File: src/rtl/uart_tx_serializer.sv
// UART transmit serializer: frames parallel words as start/data/parity/stop
// bits, advancing one bit per baud strobe from the upstream divider.
module uart_tx_serializer #(
   parameter int unsigned DATA_BITS = 8,
   parameter int unsigned PARITY    = 0,
   parameter int unsigned STOP_BITS = 1
) (
   input  logic                 iClk,
   input  logic                 iReset,
   input  logic                 iBaudTick,
   input  logic [DATA_BITS-1:0] iData,
   input  logic                 iValid,
   output logic                 oReady,
   output logic                 oTx,
   output logic                 oBusy
);

   localparam int unsigned CW = $clog2(DATA_BITS);

   typedef enum logic [2:0] {
      IDLE,
      SYNC,
      START,
      DATA,
      PAR,
      STOP
   } state_t;

   state_t               state_q, state_d;
   logic [DATA_BITS-1:0] shift_q, shift_d;
   logic [CW-1:0]        cnt_q, cnt_d;
   logic                 acc_q, acc_d;
   logic                 tx_q, tx_d;

   always_ff @(posedge iClk or posedge iReset) begin
      if (iReset) begin
         state_q <= IDLE;
         shift_q <= '0;
         cnt_q   <= '0;
         acc_q   <= 1'b0;
         tx_q    <= 1'b1;
      end else begin
         state_q <= state_d;
         shift_q <= shift_d;
         cnt_q   <= cnt_d;
         acc_q   <= acc_d;
         tx_q    <= tx_d;
      end
   end

   always_comb begin
      state_d = state_q;
      shift_d = shift_q;
      cnt_d   = cnt_q;
      acc_d   = acc_q;
      tx_d    = tx_q;
      case (state_q)
         IDLE: begin
            tx_d = 1'b1;
            if (iValid) begin
               shift_d = iData;
               acc_d   = 1'b0;
               state_d = SYNC;
            end
         end
         // SYNC waits for a strobe so the start bit is a full period wide
         SYNC: begin
            if (iBaudTick) begin
               state_d = START;
               tx_d    = 1'b0;
            end
         end
         START: begin
            if (iBaudTick) begin
               state_d = DATA;
               tx_d    = shift_q[0];
               acc_d   = acc_q ^ shift_q[0];
               cnt_d   = '0;
            end
         end
         DATA: begin
            if (iBaudTick) begin
               if (cnt_q == CW'(DATA_BITS - 1)) begin
                  cnt_d = '0;
                  if (PARITY != 0) begin
                     state_d = PAR;
                     tx_d    = (PARITY == 1) ? acc_q : ~acc_q;
                  end else begin
                     state_d = STOP;
                     tx_d    = 1'b1;
                  end
               end else begin
                  shift_d = shift_q >> 1;
                  cnt_d   = cnt_q + CW'(1);
                  tx_d    = shift_q[1];
                  acc_d   = acc_q ^ shift_q[1];
               end
            end
         end
         PAR: begin
            if (iBaudTick) begin
               state_d = STOP;
               tx_d    = 1'b1;
               cnt_d   = '0;
            end
         end
         STOP: begin
            if (iBaudTick) begin
               if (cnt_q == CW'(STOP_BITS - 1)) begin
                  state_d = IDLE;
                  tx_d    = 1'b1;
               end else begin
                  cnt_d = cnt_q + CW'(1);
               end
            end
         end
         default: begin
            state_d = IDLE;
            tx_d    = 1'b1;
         end
      endcase
   end

   assign oReady = (state_q == IDLE);
   assign oBusy  = (state_q != IDLE);
   assign oTx    = tx_q;

endmodule

File: config.mk
export PLATFORM = sky130hd
export DESIGN_NAME = uart_tx_serializer
export DESIGN_NICKNAME = d
export VERILOG_FILES = /design/src/rtl/uart_tx_serializer.sv
export SDC_FILE = /design/constraint.sdc
export NUM_CORES = 1
export LEC_CHECK = 0
export ABC_CLOCK_PERIOD_IN_PS = 1600
export CAP_MARGIN = 0
export CORE_UTILIZATION = 45
export CTS_CLUSTER_DIAMETER = 120
export CTS_CLUSTER_SIZE = 30
export DETAILED_ROUTE_END_ITERATION = 10
export GPL_ROUTABILITY_DRIVEN = 0
export MAX_ROUTING_LAYER = met4
export PLACE_DENSITY = 0.72
export REMOVE_ABC_BUFFERS = 1
export SETUP_SLACK_MARGIN = 0.1
export SLEW_MARGIN = 25
export SYNTH_ARGS = -nofsm -noshare
export SYNTH_HDL_FRONTEND = slang
export SYNTH_SLANG_ARGS = --single-unit
File: constraint.sdc
create_clock -name iClk -period 1.6 [get_ports iClk]
set_input_delay 0.16 -clock iClk [delete_from_list [all_inputs] [get_ports iClk]]
set_output_delay 0.16 -clock iClk [all_outputs]
set_load 0.005 [all_outputs]
# Word-level counts from Yosys, hierarchy flattened
# Cells that the tools add are included.
# totals
out_inout_bits	3
wordCells	59
reg_bits	15
# classes
n_reduce_logical	10
n_eq_ne	17
add_sub_neg	1
n_mux	27
# ops
cell	n
$mux 3	13
$mux 8	3
$ne 2x2->1 const B	10
$pmux 3 s6	1
$pmux 8 s2	1
$eq 3x3->1 const B	3
$pmux 3 s3	1
$reduce_and 8->1	1
$mux 1	7
$eq 3x2->1 const B	2
$logic_not 3->1	2
$reduce_and 6->1	1
$reduce_bool 3->1	2
$pmux 1 s5	1
$reduce_and 5->1	1
$reduce_and 4->1	1
$add 3x1->3 const B	1
$eq 3x1->1 const B	1
$ne 2x1->1 const B	1
$reduce_bool 2->1	1
$reduce_or 2->1	1

# Longest topological paths before layout
# Gate-level depths: netlist of the first run.
# logic_depth
depth_word	4
depth_mapped	7

# Least setup slack after synthesis of the first run
# Ideal clock, no wire load.
# synth_path
path_kind	reg2reg
from	register cnt_q[0]
to	register shift_q[3]
stages_incl_launch_ff	8
t_arrival_ps	1486
t_required_ps	1527
setup_time_ps	73
setup_slack_ps	41
path_buffers	1
path_cell_list	dfrtp_1 ha_1 ha_1 nand4b_1 a21oi_4 buf_6 nor2_1 a21oi_2
# synth_via
elab_chain_len	3
# synth_lines
element	line_no	source
start, declared	31	logic [CW-1:0] cnt_q, cnt_d;
start signal, assigned	45	cnt_q <= cnt_d;
$eq 3x3->1	83	if (cnt_q == CW'(DATA_BITS - 1)) begin
$ne 2x2->1 (no source line)	--	
$reduce_and 4->1 (no source line)	--	
end signal, assigned	44	shift_q <= shift_d;
end, declared	30	logic [DATA_BITS-1:0] shift_q, shift_d;
# Every way passes these cells.
# A chain may end at the register's enable or synchronous reset.

# Worst setup path in the final report of the first run
# layout_path
from	register cnt_q[1]
to	register shift_q[4]
# Same word-level chain as after synthesis.

==> impl_metrics.toml, run 1 <==
[global_route]
antenna_found_initial = 0
grt_pass1_wl_um = 3339
grt_max_degree = 16
grt.total_usage_pct = 23.10
globalRoute.totalOverflow = 0
first_global_vias = 752

[critical_path]
critical-path-slowest-cell = "sky130_fd_sc_hd__dfrtp_1"
element_type_at_the_critical_path_end = "register"
critical_path.max_fanout = 8
path_delay_family = "flip-flops"
required_ns = 1.82
worst_ep_arrival_time_ns = 1.87
timing.critical_path.cells = "ha_2 -> ha_4 -> nand4b_1 -> a21oi_4 -> buf_12 -> nor2_1 -> a21oi_2"
worst_setup_path_start_kind = "register"
crit_buf_inv = 1
critical-path-max-stage-delay_ns = 0.41
timing.setup.critical_path_class = "register to register"

[clocking]
clock_tree_from_tritoncts = "yes"
cts_num_sinks = 15
worst_skew_pair.late_latency_ns = 0.28
clockRootBuffer = "sky130_fd_sc_hd__clkbuf_4"
clk_pin_slew_ns = 0.10
clock_tree.htree_level_count = 1
cts_inserted_buffers = 3
post_cts_hold_buffer_count = 0
cts-root-to-sink-buffers = 2

[finish]
most-common-layout-cells = "sky130_fd_sc_hd__dfrtp_1 (13), sky130_fd_sc_hd__buf_4 (12), sky130_fd_sc_hd__clkdlybuf4s50_1 (11)"
layout_commonest_cell = "sky130_fd_sc_hd__dfrtp_1"
num-nets-final = 136
layout-drive-gt1-share_pct = 38.66
diodes = 0
syn2layout_area_growth_pct = 44.48

[pwr]
p_leak_nw = 0.5530
ir_worst_vdd_v = 0.0008945
cell_pwr_density_nw_per_um2 = 1626

[routing]
total_routed_wirelength_um = 2078
drt_iter0_markers = 7
routed-via-count = 750
drt-pass1-iter-count = 4
drc_markers = 0
drt-wirelength-per-cell_um = 14.43
route.detailed.vias_per_inst = 5.208
ant_nets = 0

[synthesis]
synth_warnings = 0
synth_area_um2 = 894.6
synthDominantAreaCellType = "sky130_fd_sc_hd__dfrtp_1"
synth_enable_flop_cells = 0
yosysSeqAreaShare_pct = 42.10
synth_top_flop_cell = "sky130_fd_sc_hd__dfrtp_1"
asyncSetResetFlopFracSynth_pct = 100.0
largest_cells_by_area_after_synthesis = "sky130_fd_sc_hd__dfrtp_1 (39%), sky130_fd_sc_hd__mux2i_1 (9.0%), sky130_fd_sc_hd__a21oi_1 (6.7%), sky130_fd_sc_hd__ha_1 (5.6%), sky130_fd_sc_hd__nor2_1 (3.4%)"
postSynthRegisterBits = 15
mean_area_per_synthesized_cell_um2 = 9.724
yosysTopAreaCellShare_pct = 39.16
synth_cells = 92
synth_cell_types = 31

[placed_design]
dp_worst_setup_slack_ns = -0.03165
place.detailed.hpwl_um = 1411
placement.io_buffers = 14

[die]
die_height_um = 46.59
ios = 15
die_w_um = 46.59
core-area_um2 = 1802
die_area_um2 = 2170
rows = 15
initial_core_util_pct = 49.65

[flow_run]
max-cap-violations = 0

[timing]
setup_violations = 8
period_needed_ns = 1.642
fin_tns_setup_ns = -0.2757
report.final.slew_viol_count = 0
grt_setup_unrepaired = "yes"
timing.final.ws_setup_ns = -0.04166
max_slew.worst_pin.slew_ns = 0.5696
timing.max_slew.rel_slack_pct = 61.99
report.final.hold_viol_count = 0
fmax_ghz = 0.6091
post-route-period-util_pct = 102.6
clock_skew_ns = 0.001880

[run_status]
run_status = "finished, violations left"
violations_in_the_final_reports = "setup timing"

[min_path]
worstHoldPathType = "input pin to async pin"
==> metal layers <==
layer,vias to the layer above,wire (um),track usage [%]
met4,0,44,11.18
li1,377,-,-
met2,13,1086,37.78
met1,354,897,26.81
met5,-,0,-
met3,6,50,4.314
==> synth_stat cells, types with 2 or more instances <==
| master | count |
|---|---|
| sky130_fd_sc_hd__mux2i_1 | 8 |
| sky130_fd_sc_hd__clkbuf_1 | 2 |
| sky130_fd_sc_hd__buf_6 | 2 |
| sky130_fd_sc_hd__o21ai_0 | 5 |
| sky130_fd_sc_hd__nand2_1 | 2 |
| sky130_fd_sc_hd__dfrtp_1 | 14 |
| sky130_fd_sc_hd__nor2_1 | 8 |
| sky130_fd_sc_hd__buf_2 | 2 |
| sky130_fd_sc_hd__ha_1 | 4 |
| sky130_fd_sc_hd__nor2b_1 | 3 |
| sky130_fd_sc_hd__a21oi_1 | 12 |
| sky130_fd_sc_hd__and4_1 | 2 |
| sky130_fd_sc_hd__a22o_1 | 2 |
| sky130_fd_sc_hd__inv_1 | 7 |
| sky130_fd_sc_hd__a21oi_2 | 2 |
| sky130_fd_sc_hd__nand2b_1 | 2 |
==> cell families (layout without fill, tap and decap cells) <==
logic type	after synthesis	after routing	share of synthesized area, %
compound gates	27	27	19.44
fa+ha+maj	4	4	5.595
flops	15	15	42.10
mux	9	9	10.21
simple gates	24	24	15.25
buf+inv	13	40	7.413
==> cell type report <==
cell class / count / area, um2
Multi-Input combinational cell: 64 / 535.5
Sequential cell: 15 / 377.9
Fill cell: 136 / 509.2
Clock buffer: 3 / 22.52
Tap cell: 25 / 31.28
Timing Repair Buffer: 29 / 294.0
Clock inverter: 1 / 5.005
Inverter: 7 / 26.28
==> sequential cells by signal, summed over array words and instances (netlist names) <==
signal	count
state_q	3
oTx	1
cnt_q	3
shift_q	8
==> path summary, 6_finish.rpt <==
check,to,start,slack [ns],depth (start not counted)
worst max-delay path,shift_q[4]$_DFFE_PP0P_,cnt_q[1]$_DFFE_PP0P_,-0.04,7
worst min-delay path,state_q[2]$_DFFE_PP0P_,iReset,0.22,2
worst max register to register,shift_q[4]$_DFFE_PP0P_,cnt_q[1]$_DFFE_PP0P_,-0.04,7
worst min register to register,oTx$_DFFE_PP1P_,oTx$_DFFE_PP1P_,0.49,2
max in group asynchronous,state_q[1]$_DFFE_PP0P_,iReset,0.98,2
min in group iClk,shift_q[7]$_DFFE_PP0P_,iData[7],0.48,3
==> stage by stage <==
stage	area, um2	hold slack (ns)	cells	utilization [%]	power [W]
final	1292	0.2163	144	71.74	0.002102
after global routing	1292	0.2840	144	71.74	0.002278
after CTS	1222	0.2442	142	67.85	0.001972
after detailed placement	1121	0.4898	136	62.22	0.001579
after global placement	1121	0.4519	136	62.22	0.001536
after floorplan	854.6	0.06076	86	-	0.001225
==> where the power goes <==
| group | total [W] | internal [W] | switching [W] |
|---|---|---|---|
| registers | 0.000660 | 0.000538 | 0.000121 |
| clock network | 0.000224 | 0.0000928 | 0.000131 |
| logic | 0.00122 | 0.000652 | 0.000566 |
| total | 0.00210 | 0.00128 | 0.000819 |
==> timing repair <==
action                                  CTS  global route
endpoints found under the setup margin   15            15
cloned                                    1             0
setup buffers                             1             2
hold endpoints to repair                  0             0
pin swaps                                 2             3
gates resized for setup                  21            17
Note: power is estimated with default switching activity, not from simulation.
==> run 2, diff against run 1 <==
- ABC_CLOCK_PERIOD_IN_PS: 1600 -> 1450
- clock period: 1.6 -> 1.45 ns (I/O delays scaled with it)
==> impl_metrics.toml, run 2 (synthesis gave the netlist of run 1 again) <==
[global_route]
grt.total_usage_pct = 21.45
met3_usage_pct = 7.059
global_route.peak_usage_layer = "met2"
grt_util_met1_pct = 23.73
antenna_found_initial = 0
grt_max_degree = 16
globalRoute.totalOverflow = 0
grt_pass1_wl_um = 3084
grtUsageMet2_pct = 37.50
first_global_vias = 754

[timing]
report.final.slew_viol_count = 0
setup_violations = 11
post-route-period-util_pct = 108.2
max_slew.worst_pin.slew_ns = 0.2619
fin_tns_setup_ns = -0.8869
grt_setup_unrepaired = "yes"
period_needed_ns = 1.569
clock_skew_ns = 0.003710
report.final.hold_viol_count = 0
timing.final.ws_setup_ns = -0.1185
timing.max_slew.rel_slack_pct = 82.54
fmax_ghz = 0.6375

[finish]
largest_register_ff_count = 8
num-nets-final = 144
seqCellArea_um2 = 376.6
most-common-layout-cells = "sky130_fd_sc_hd__buf_4 (21), sky130_fd_sc_hd__dfrtp_1 (14), sky130_fd_sc_hd__clkdlybuf4s50_1 (11)"
syn2layout_area_growth_pct = 47.13
layout_commonest_cell = "sky130_fd_sc_hd__buf_4"
max_flop_register = "shift_q"
num-fill-cells = 146
diodes = 0
final_design_area_no_fill_um2 = 1316
multi_input_comb_area_um2 = 523.0
layout-drive-gt1-share_pct = 37.80
reg_top3 = "shift_q: 8 flops, cnt_q: 3 flops, state_q: 3 flops"

[die]
die_area_um2 = 2170
core-area_um2 = 1802
die_w_um = 46.59
initial_core_util_pct = 49.65
ios = 15
die_height_um = 46.59
rows = 15

[routing]
routed-via-count = 779
total_routed_wirelength_um = 1939
drt-wirelength-per-cell_um = 12.76
drc_markers = 0
drt_iter0_markers = 3
ant_nets = 0
route.detailed.vias_per_inst = 5.125
drt-pass1-iter-count = 3

[critical_path]
required_ns = 1.63
launch_instance_of_the_worst_register_to_register_path = "cnt_q[0]$_DFFE_PP0P_"
timing.setup.critical_path_class = "register to register"
worst_ep_arrival_time_ns = 1.75
timing.rr.end = "state_q[0]$_DFFE_PP0P_"
r2r_cells = 7
worst_setup_path_start_kind = "register"
critical_path.max_fanout = 4
reg2reg_setup_slack_ns = -0.12
element_type_at_the_critical_path_end = "register"

[placed_design]
place.detailed.hpwl_um = 1463
dp_worst_setup_slack_ns = -0.1881
place_area_um2 = 1189
placement.io_buffers = 14

[pwr]
p_leak_nw = 0.5814
cell_pwr_density_nw_per_um2 = 1719
ir_worst_vdd_v = 0.001007
report.power.total_w = 0.002263

[clocking]
post_cts_hold_buffer_count = 0
cts_inserted_buffers = 3
clockRootBuffer = "sky130_fd_sc_hd__clkbuf_4"
clock_tree_from_tritoncts = "yes"
worst_skew_pair.late_latency_ns = 0.29
clk_pin_slew_ns = 0.08
cts-root-to-sink-buffers = 2
cts_num_sinks = 15
clock_tree.htree_level_count = 1

[flow_run]
max-cap-violations = 0

[run_status]
violations_in_the_final_reports = "setup timing"
run_status = "finished, violations left"

[min_path]
worstHoldPathType = "input pin to async pin"
-- run 2: cell types whose count changed in the layout (fill, tap and decap cells not counted), sizes merged --
| cell | previous run | this run |
|---|---|---|
| buf | 17 | 25 |
| clkbuf | 3 | 4 |
| clkinv | 1 | 0 |
| dlygate4sd2 | 0 | 1 |
| dlymetal6s2s | 1 | 0 |
-- run 2: what timing repair did --
action / 4_1_cts / 5_1_grt
resized for setup: 25 / 10
pin swaps: 6 / 4
setup endpoints to repair: 17 / 17
setup buffers: 1 / 2
endpoints found under the hold margin: 0 / 0
-- run 2: routing by layer --
layer  share of wire [%]  vias up
li1                    -      395
met1                  43      373
met2                  54        8
met3                 2.7        3
met4                0.57        0
met5                   0        -
-- run 2: worst max-delay path by stage --
stage,start,endpoint,slack [ns],cells past startpoint
after floorplan,cnt_q[0]$_DFFE_PP0P_,shift_q[3]$_DFFE_PP0P_,-0.12,6
after global placement,cnt_q[0]$_DFFE_PP0P_,state_q[0]$_DFFE_PP0P_,-0.15,6
after detailed placement,cnt_q[0]$_DFFE_PP0P_,shift_q[0]$_DFFE_PP0P_,-0.19,7
after CTS,cnt_q[0]$_DFFE_PP0P_,state_q[0]$_DFFE_PP0P_,-0.15,7
after global routing,cnt_q[0]$_DFFE_PP0P_,state_q[0]$_DFFE_PP0P_,-0.17,7
final,cnt_q[0]$_DFFE_PP0P_,state_q[0]$_DFFE_PP0P_,-0.12,7
-- run 2: report_power, final --
group          switching [W]  internal [W]  total (W)
Clock               0.000130      0.000107   0.000237
Sequential          0.000124      0.000592   0.000716
Combinational       0.000576      0.000734    0.00131
-- run 2: cell type report --
| class | count | area share [%] |
|---|---|---|
| Multi-Input combinational cell | 64 | 39.73 |
| Inverter | 7 | 2.186 |
| Tap cell | 25 | 2.376 |
| Timing Repair Buffer | 37 | 25.10 |
| Clock buffer | 4 | 1.996 |
| Sequential cell | 15 | 28.61 |
-- run 2: worst max-delay path, cell delays in order, from the launching register on --
cell and delay (ns):
sky130_fd_sc_hd__dfrtp_1 0.40, sky130_fd_sc_hd__buf_6 0.13, sky130_fd_sc_hd__inv_4 0.05, sky130_fd_sc_hd__ha_4 0.11, sky130_fd_sc_hd__nor2b_4 0.18, sky130_fd_sc_hd__o22ai_2 0.09
sky130_fd_sc_hd__a21oi_2 0.19, sky130_fd_sc_hd__mux2_4 0.31
-- run 2: stage by stage --
step	instances	hold slack, ns	util, %
floorplan	86	0.04576	-
global placement	145	0.4538	65.97
detailed placement	145	0.4594	65.97
CTS	150	0.1479	69.86
global route	152	0.1694	73.06
finish	152	0.1497	73.06
==> variant, RTL diff (config.mk and constraints of run 2) <==
Set the parameter `DATA_BITS` to 16 (it was 8).
--- a/src/rtl/uart_tx_serializer.sv
+++ b/src/rtl/uart_tx_serializer.sv
@@ -2,5 +2,5 @@
 // bits, advancing one bit per baud strobe from the upstream divider.
 module uart_tx_serializer #(
-   parameter int unsigned DATA_BITS = 8,
+   parameter int unsigned DATA_BITS = 16,
    parameter int unsigned PARITY    = 0,
    parameter int unsigned STOP_BITS = 1
Ports: changed (resized iData); port bits go from 15 to 23. The function was not compared with the original's and may differ.
==> variant against run 2 <==
- the run still ends with setup timing left
- synthesized cell count is 39% higher
- routed wire length is 120% higher
- first-iteration DRC count grew to 24 times the old value
- final area is 72% higher
- area after synthesis is 45% higher
- total power is 130% higher
- count of clock-buffer cells in the layout stayed put
- setup slack worse by 340 ps
- sequential cell count is 9 higher
- combinational power grew to 2.7 times the old value
- clock skew is 1.2 ps lower
- largest power group unchanged
==> variant: results (changes against run 2) <==
----------------------------------------------------
[Detailed routing]
  Overall via count from detail_route ... 1259 (+62%)
  Number of detailed-route iterations in the first pass ... 4 (+1)
  Post-DR wirelength/cell ... 19.22 um (+51%)
  Iter 0 DRT Violations ... 72 (+69)
  Vias per Instance ... 5.646 (+10%)

[Setup path]
  Biggest fanout along the worst timing path ... 3 (-1)
  RR Endpoint ... state_q[1]$_DFFE_PP0P_
  Longest individual stage delay on the worst path ... 420 ps (+20 ps)
  Crit end category ... flip-flop
  FF-to-FF path depth ... 6 (-1)
  Worst EP arrival ... 2130 ps (+380 ps)
  Largest delay share family, worst path ... compound AO/OA/AOI/OAI gates
  Worst flop-to-flop path startpoint ... cnt_q[1]$_DFFE_PP0P_

[Placement]
  Inst Count DP ... 197 (+36%)
  Count of buffers from port buffering ... 22 (+8)
  Detail Placement HPWL ... 2031 um (+39%)
  Worst setup slack after placement ... -431.1 ps (-243.0 ps)
  Total cell area at the placement stage ... 1709 um2 (+44%)

[Pwr]
  Static Leakage ... 1.067 nW (+84%)
  Max VDD drop ... 2.413 mV (+140%)
  NetSw ... 0.002082 W (+150%)

[GRT]
  Overall fraction of global-route tracks in use ... 25.18% (+3.7 points)
  Pin count of the biggest net entering global routing ... 18 (+2)
  Antenna violations before repair ... 0 (unchanged)
  First-pass GRT wire length ... 5968 um (+94%)

[Final layout]
  Fraction of layout instances using a drive strength above 1 ... 51.56% (+14 points)
  Largest regs ... shift_q (16), cnt_q (4), state_q (3)
  Antenna diodes ... 0 (unchanged)
  Net count of the finished layout ... 215 (+49%)

[Synthesis]
  Synthesized area per cell ... 10.12 um2 (+4.0%)
  Post-synthesis compound-gate area fraction ... 16.71% (-2.7 points)
  Share of flip-flops with an asynchronous set or reset ... 100.0% (unchanged)
  Commonest cells in the netlist ... dfrtp_1, nand2_1, o21ai_0, mux2i_1, inv_1
  Fraction of the mapped netlist area in adder cells ... 1.932% (-3.7 points)
  Post-Synth XOR/XNOR Area ... 1.353% (+1.4 points)
  Sequential area share after synthesis ... 46.47% (+4.4 points)
  Most area-consuming cells after synthesis ... dfrtp_1, mux2i_1, o21ai_0, nand2_1, dfstp_2
  Portion of netlist area occupied by mux cells ... 14.40% (+4.2 points)
  Distinct cells, synth ... 37 (+19%)

[Outcome]
  Result of the run ... complete, but fails checks
  Violated checks ... setup timing

[Clocking]
  Root buffer selected by CTS ... clkbuf_4
  Clock network latency to the later pin of the worst-skew pair ... 320 ps (+30 ps)
  CTS clock-pin slew for the worst setup and hold paths ... 140 ps (+60 ps)

[STA]
  Setup Skew ... 2.558 ps (-1.152 ps)
  Pin slew with the least headroom to its limit ... 430.2 ps (+168.3 ps)
  Number of setup violations in the final report ... 25 (+14)
  Worst Setup Slack, final ... -455.8 ps (-337.3 ps)

----------------------------------------------------
variant: timing repair:
item / 4_1_cts / 5_1_grt
setup buffers: 16 / 5
hold buffers: 0 / 0
endpoints found under the setup margin: 27 / 26
pin swaps: 20 / 10
gates resized for setup: 69 / 25
cloned: 4 / 0
variant: power by group through the flow:
stage	registers [W]	clock network, W	logic, W
final	0.00124	0.000373	0.00356
after global routing	0.00127	0.000403	0.00376
after CTS	0.00118	0.000366	0.00311
after detailed placement	0.00117	0	0.00197
after global placement	0.00114	0	0.00188
after floorplan	0.00119	0	0.00109
variant: stage by stage:
stage / utilization, % / TNS, ps / hold WS, ps
after floorplan: - / -14010 / 158.9
after global placement: 62.52 / -3077 / 439.5
after detailed placement: 62.52 / -4347 / 457.6
after CTS: 78.31 / -6423 / 99.68
after global routing: 82.65 / -7336 / 131.2
final: 82.65 / -6352 / 110.6
variant: worst register-to-register path: cells and delay by family, from the launching register on:
family,cells,cell delay [ps]
AO/OA/AOI/OAI,2,470
adder cells (fa/ha/maj),1,120
buffers and inverters,1,80
flip-flops,1,420
multiplexers,1,320
AND/OR/NAND/NOR,1,400
variant: area by class of cell:
cell class,instances,area (um2),area share (%)
clock buffer,4,36.28,1.606
inverter,7,31.28,1.384
multi-input combinational,90,859.6,38.04
sequential,24,603.1,26.69
tap,31,38.79,1.716
timing repair buffer,67,690.7,30.56
variant: routing by layer:
metal | GRT usage [%] | vias up | share of wire [%]
met5 | - | - | 0
met1 | 31.18 | 629 | 40
li1 | - | 579 | -
met3 | 3.721 | 8 | 4.2
met4 | 6.429 | 0 | 2.0
met2 | 43.37 | 43 | 54
